===== config.mk =====
export PLATFORM = sky130hd
export DESIGN_NAME = bcd_scan_ctrl
export DESIGN_NICKNAME = d
export VERILOG_FILES = /design/src/rtl/disp_pkg.sv /design/src/rtl/seg7_decode.sv /design/src/rtl/bcd_scan_ctrl.sv
export SDC_FILE = /design/constraint.sdc
export NUM_CORES = 1
export LEC_CHECK = 0
export ABC_AREA = 1
export ABC_CLOCK_PERIOD_IN_PS = 4100
export CAP_MARGIN = 40
export CORE_ASPECT_RATIO = 0.6
export CORE_UTILIZATION = 45
export CTS_CLUSTER_SIZE = 25
export DETAILED_ROUTE_END_ITERATION = 8
export SLEW_MARGIN = 20
export SYNTH_ARGS = -nofsm -noshare
export SYNTH_HDL_FRONTEND = slang
export SYNTH_SLANG_ARGS = --single-unit

===== constraint.sdc =====
create_clock -name clk -period 4.1 [get_ports clk]
set_input_delay 0.615 -clock clk [delete_from_list [all_inputs] [get_ports clk]]
set_output_delay 0.615 -clock clk [all_outputs]
set_load 0.01 [all_outputs]

===== src/rtl/disp_pkg.sv =====
// Shared types and constants for the BCD converter / multiplexed 7-segment scanner.
// Segment patterns are active-low, bit 0 = segment a .. bit 6 = segment g.
package disp_pkg;

   typedef enum logic [1:0] {
      ST_IDLE  = 2'd0,
      ST_SHIFT = 2'd1,
      ST_DONE  = 2'd2
   } state_e;

   localparam int          NUM_DIGITS = 4;
   localparam int          BIN_W      = 14;
   localparam logic [13:0] MAX_VAL    = 14'd9999;
   localparam logic [3:0]  LAST_BIT   = 4'd13;

   localparam logic [6:0] SEG_0     = 7'b1000000;
   localparam logic [6:0] SEG_1     = 7'b1111001;
   localparam logic [6:0] SEG_2     = 7'b0100100;
   localparam logic [6:0] SEG_3     = 7'b0110000;
   localparam logic [6:0] SEG_4     = 7'b0011001;
   localparam logic [6:0] SEG_5     = 7'b0010010;
   localparam logic [6:0] SEG_6     = 7'b0000010;
   localparam logic [6:0] SEG_7     = 7'b1111000;
   localparam logic [6:0] SEG_8     = 7'b0000000;
   localparam logic [6:0] SEG_9     = 7'b0010000;
   localparam logic [6:0] SEG_BLANK = 7'b1111111;

   // Double-dabble correction: any digit >= 5 gets +3 so the following shift carries correctly.
   function automatic logic [15:0] bcd_adjust(input logic [15:0] w);
      logic [15:0] r;
      r = w;
      for (int i = 0; i < NUM_DIGITS; i++) begin
         if (r[4*i +: 4] >= 4'd5) begin
            r[4*i +: 4] = r[4*i +: 4] + 4'd3;
         end
      end
      return r;
   endfunction

endpackage


===== src/rtl/seg7_decode.sv =====
// BCD code to active-low seven-segment pattern; codes 10-15 blank the digit.
module seg7_decode
   import disp_pkg::*;
(
   input  logic [3:0] code,
   output logic [6:0] seg
);

   always_comb begin
      seg = SEG_BLANK;
      case (code)
         4'd0:    seg = SEG_0;
         4'd1:    seg = SEG_1;
         4'd2:    seg = SEG_2;
         4'd3:    seg = SEG_3;
         4'd4:    seg = SEG_4;
         4'd5:    seg = SEG_5;
         4'd6:    seg = SEG_6;
         4'd7:    seg = SEG_7;
         4'd8:    seg = SEG_8;
         4'd9:    seg = SEG_9;
         default: seg = SEG_BLANK;
      endcase
   end

endmodule


===== src/rtl/bcd_scan_ctrl.sv =====
// 14-bit binary to 4-digit BCD converter (shift-add-3) driving a multiplexed 7-segment display.
// Optional leading-zero blanking is enabled by defining DISP_LZB_EN.
//
// Handshake: load is sampled every rising edge but only accepted while busy=0 (FSM idle);
// busy stays high from the edge after acceptance until the display update, and done pulses
// for exactly one cycle when the new digits become visible. Loads seen while busy are dropped.
module bcd_scan_ctrl
   import disp_pkg::*;
#(
   parameter int REFRESH_DIV = 100000
) (
   input  logic        clk,
   input  logic        rst_n,
   input  logic [13:0] bin,
   input  logic        load,
   output logic        busy,
   output logic        done,
   output logic        ovf,
   output logic [3:0]  an,
   output logic [6:0]  seg,
   output logic        dp,
   output state_e      dbg_state
);

   localparam int             PW        = (REFRESH_DIV > 1) ? $clog2(REFRESH_DIV) : 1;
   localparam logic [PW-1:0]  PRESC_MAX = PW'(REFRESH_DIV - 1);

   state_e        state_q, state_d;
   logic [13:0]   bin_q, bin_d;
   logic [3:0]    cnt_q, cnt_d;
   logic [15:0]   work_q, work_d;
   logic [15:0]   disp_q, disp_d;
   logic          ovf_q, ovf_d;
   logic          done_q, done_d;
   logic [PW-1:0] presc_q, presc_d;
   logic [1:0]    idx_q, idx_d;

   logic [15:0]   work_adj;
   logic [3:0]    digit_cur;
   logic [3:0]    code_cur;

   assign work_adj = bcd_adjust(work_q);

   // Conversion FSM: next state, datapath updates and the done pulse.
   always_comb begin
      state_d = state_q;
      bin_d   = bin_q;
      cnt_d   = cnt_q;
      work_d  = work_q;
      disp_d  = disp_q;
      ovf_d   = ovf_q;
      done_d  = 1'b0;
      case (state_q)
         ST_IDLE: begin
            if (load) begin
               bin_d   = (bin > MAX_VAL) ? MAX_VAL : bin;
               ovf_d   = (bin > MAX_VAL);
               work_d  = '0;
               cnt_d   = LAST_BIT;
               state_d = ST_SHIFT;
            end
         end
         ST_SHIFT: begin
            work_d = {work_adj[14:0], bin_q[cnt_q]};
            if (cnt_q == 4'd0) begin
               state_d = ST_DONE;
            end else begin
               cnt_d = cnt_q - 4'd1;
            end
         end
         ST_DONE: begin
            disp_d  = work_q;
            done_d  = 1'b1;
            state_d = ST_IDLE;
         end
         default: begin
            state_d = ST_IDLE;
         end
      endcase
   end

   // Free-running refresh: one digit slot per REFRESH_DIV clocks.
   always_comb begin
      presc_d = presc_q;
      idx_d   = idx_q;
      if (presc_q == PRESC_MAX) begin
         presc_d = '0;
         idx_d   = idx_q + 2'd1;
      end else begin
         presc_d = presc_q + PW'(1);
      end
   end

   always_ff @(posedge clk or negedge rst_n) begin
      if (!rst_n) begin
         state_q <= ST_IDLE;
         bin_q   <= '0;
         cnt_q   <= '0;
         work_q  <= '0;
         disp_q  <= '0;
         ovf_q   <= 1'b0;
         done_q  <= 1'b0;
         presc_q <= '0;
         idx_q   <= '0;
      end else begin
         state_q <= state_d;
         bin_q   <= bin_d;
         cnt_q   <= cnt_d;
         work_q  <= work_d;
         disp_q  <= disp_d;
         ovf_q   <= ovf_d;
         done_q  <= done_d;
         presc_q <= presc_d;
         idx_q   <= idx_d;
      end
   end

   assign digit_cur = disp_q[4*idx_q +: 4];

`ifdef DISP_LZB_EN
   // A digit is blanked only when it and every digit above it are zero; units always show.
   logic [3:0] blank;
   always_comb begin
      blank    = 4'b0000;
      blank[3] = (disp_q[15:12] == 4'd0);
      blank[2] = blank[3] && (disp_q[11:8] == 4'd0);
      blank[1] = blank[2] && (disp_q[7:4] == 4'd0);
      blank[0] = 1'b0;
      code_cur = blank[idx_q] ? 4'hF : digit_cur;
   end
`else
   assign code_cur = digit_cur;
`endif

   seg7_decode u_seg7_decode (
      .code (code_cur),
      .seg  (seg)
   );

   assign an        = ~(4'b0001 << idx_q);
   assign dp        = 1'b1;
   assign busy      = (state_q != ST_IDLE);
   assign done      = done_q;
   assign ovf       = ovf_q;
   assign dbg_state = state_q;

endmodule

==> impl_metrics.toml <==
[floorplanning]
core_area_um2 = 8590
ioPinCount = 34
chipHeight_um = 75.4
dieWidth_um = 124
dieArea_um2 = 9360
rows = 26
start_util = 0.470

[sta]
clock_skew_ns = 0.00702
fin_crit_sh = 0.746
hold_ws_ns = 0.344
timing.fmax_ghz = 0.327
setup_ws_ns = 1.04
finalSetupTns_ns = 0
maxSlewViolCount = 0
fin_crit_ns = 3.06
slew_headroom = 0.483
finalSetupViolCount = 0
rsz0062_at_grt = "false"
finalHoldViolCount = 0
tightest_slew_ns = 0.775

[clocking]
clock_sinks = 73
numCtsBuffers = 9
cts_resized = 0
clk_pin_slew_ns = 0.05
htree_levels = 3
post-cts-setup-buffers = 0
clk_latency_ns = 0.33
cts_hold_buf = 0
cts_max_path_buffers = 2
cts-root-buf = "clkbuf_16"
cts_tree = "built"

[setup_path]
regToRegStartpoint = "cnt_q[0]$_DFFE_PN0P_"
r2r_cells = 8
cpMostUsedCell = "nand2_1"
critical_path.top_delay_family = "buffers and inverters"
cp_slowest_cell = "dfrtp_1"
rrSetupSlack_ns = 2.23
cp_slowest_stage_delay_ns = 0.60
critical_path_buf_inv_count = 3
crit_cells = 9
timing.rr.end = "cnt_q[2]$_DFFE_PN0P_"
required_ns = 3.48
endpoint_kind = "output pin"
critPathMaxFanout = 11
worstSetupPathType = "reg -> out"
path_cells = "inv_6, nand2_1, nand3_1, nand2_1, inv_1, ha_1, o21ai_0, o21ai_1, clkdlybuf4s50_1"
setup.worst_path.start_class = "flip-flop"
arrival_ns = 2.44

[logic_synthesis]
ys_types = 33
syn_nets = 548
yosysSeqAreaShare = 0.453
netlist_area_um2 = 4040
avgSynthCellArea_um2 = 7.88
netlist_instances = 512
ys_ff_latch = 73
synth_warnings = 0

[drt]
routed_wirelength_um = 8140
ant_nets = 0
wl_met1_um = 4510
met3WireLength_um = 373
drt_pass1_iterations = 5
first_iter_violations = 247
route.vias.total = 3238
met2_length_um = 3180
route.top_layer_used = "met4"
drt-vias-per-instance = 4.88
drc = 0
routedWlPerCell_um = 12.3

[global_route]
first_global_vias = 2824
antenna_found_initial = 0
grt_max_degree = 41
grt_use_total = 0.187
grt.overflow.total = 0
grt_pass1_wl_um = 13600

[power_and_ir_drop]
powerDensity_nw_per_um2 = 674
totalPowerFinal_mw = 3.19
p_leak_nw = 2.44
max-vdd-ir-drop_mv = 0.282

[cells_and_area]
nNetsFinal = 582
diodes = 0
fin_area_um2 = 4730
fin_cells = 663
drive_gt1_frac = 0.0690
syn2layout_area_growth_pct = 17.3
utilization = 0.551

[place]
dp_cells = 647
routabilityCongestion = 0.840
dp_hpwl_um = 6000
pre_cts_ws_ns = 1.36
dpl_cell_area_um2 = 4440
port_buffers = 32

[run]
maxCapViolations = 0

[worst_hold_path]
hp-class = "in -> async"

[outcome]
status = "completed"
per-layer routing:
metal	track usage	up-vias
li1	-	1692
met1	0.277	1461
met2	0.268	78
met3	0.0499	7
met4	0.0562	0
met5	0	-
how the worst max path moves through the flow:
stage	startpoint	to	slack (ns)
2_1_floorplan	idx_q[0]$_DFFE_PN0N_	seg[3]	1.98
3_3_place_gp	idx_q[0]$_DFFE_PN0N_	seg[3]	1.46
3_5_place_dp	idx_q[0]$_DFFE_PN0N_	seg[6]	1.36
4_1_cts	idx_q[0]$_DFFE_PN0N_	seg[6]	1.00
5_1_grt	idx_q[0]$_DFFE_PN0N_	seg[5]	0.83
6_report	idx_q[0]$_DFFE_PN0N_	seg[6]	1.04
layout make-up:
class / instances / area, um2
clock buffers: 13 / 250
clock inverters: 3 / 40.0
fillers: 786 / 3860
inverters: 82 / 315
multi-input cells: 346 / 1820
flip-flops and latches: 73 / 1830
well taps: 112 / 140
repair buffers: 34 / 343
cell usage in the layout, fill, tap and decap left out, types with 3 or more instances in the layout:
| master | n |
|---|---|
| clkbuf_16 | 9 |
| clkbuf_1 | 3 |
| inv_2 | 6 |
| o22ai_1 | 4 |
| a21oi_1 | 13 |
| inv_1 | 73 |
| dfrtp_1 | 73 |
| o21ai_0 | 57 |
| o21ai_1 | 3 |
| nor2_1 | 23 |
| clkdlybuf4s50_1 | 31 |
| nand2_2 | 3 |
| xor2_1 | 10 |
| ha_1 | 19 |
| nand2_1 | 146 |
| nor3_1 | 6 |
| nand3_1 | 45 |
synthesized netlist by cell type:
cell type  count  area [um2]
inv_1         73         274
o21bai_1       1        7.51
o21ai_4        1        16.3
inv_6          1        8.76
a31oi_1        1        6.26
o21a_1         1        7.51
o21ai_1        3        15.0
nand2_4        1        11.3
dfrtp_1       73        1830
nor3_1         6        30.0
nand2_2        3        18.8
nand3_4        2        35.0
buf_4          2        15.0
nand3_2        2        20.0
nand4_1        2        12.5
clkbuf_1       2        7.51
buf_6          3        33.8
buf_2          4        20.0
nor2_1        23        86.3
nand2_1      146         548
o22ai_1        4        25.0
nor2_4         2        22.5
a21oi_1       13        65.1
o21ai_0       57         285
nor2_8         2        40.0
clkinv_1       1        3.75
inv_4          1        6.26
xor2_1        10        87.6
nor3_2         1        10.0
inv_2          6        22.5
nand3_1       45         225
ha_1          19         238
conb_1         1        3.75
logic make-up after synthesis:
family | Yosys count | share of synthesized area
XOR/XNOR | 10 | 0.0217
adder cells (fa/ha/maj) | 19 | 0.0589
AND/OR/NAND/NOR | 235 | 0.263
other | 1 | 0.000929
buffers and inverters | 93 | 0.0971
flip-flops | 73 | 0.453
AO/OA/AOI/OAI | 81 | 0.106
sequential cells by signal, indices dropped and copies added, names as in the netlist:
name       cells
disp_q        16
work_q        16
cnt_q          4
presc_q       17
idx_q          2
dbg_state      2
bin_q         14
ovf            1
done           1
where the power goes:
group | internal [mW] | total [mW] | switching, mW
combinational | 0.528 | 1.27 | 0.738
sequential | 0.971 | 1.16 | 0.192
clock | 0.486 | 0.763 | 0.277
total | 1.98 | 3.19 | 1.21
worst reg2reg max path: cells and delay by family, from the launching register on:
kind,cells,cell delay [ns]
and+or+nand+nor,4,0.36
AOI/OAI and AO/OA,2,0.19
buffers and inverters,1,0.34
adders and majority gates,1,0.32
DFF,1,0.53
Note: power is estimated with default switching activity, not from simulation.
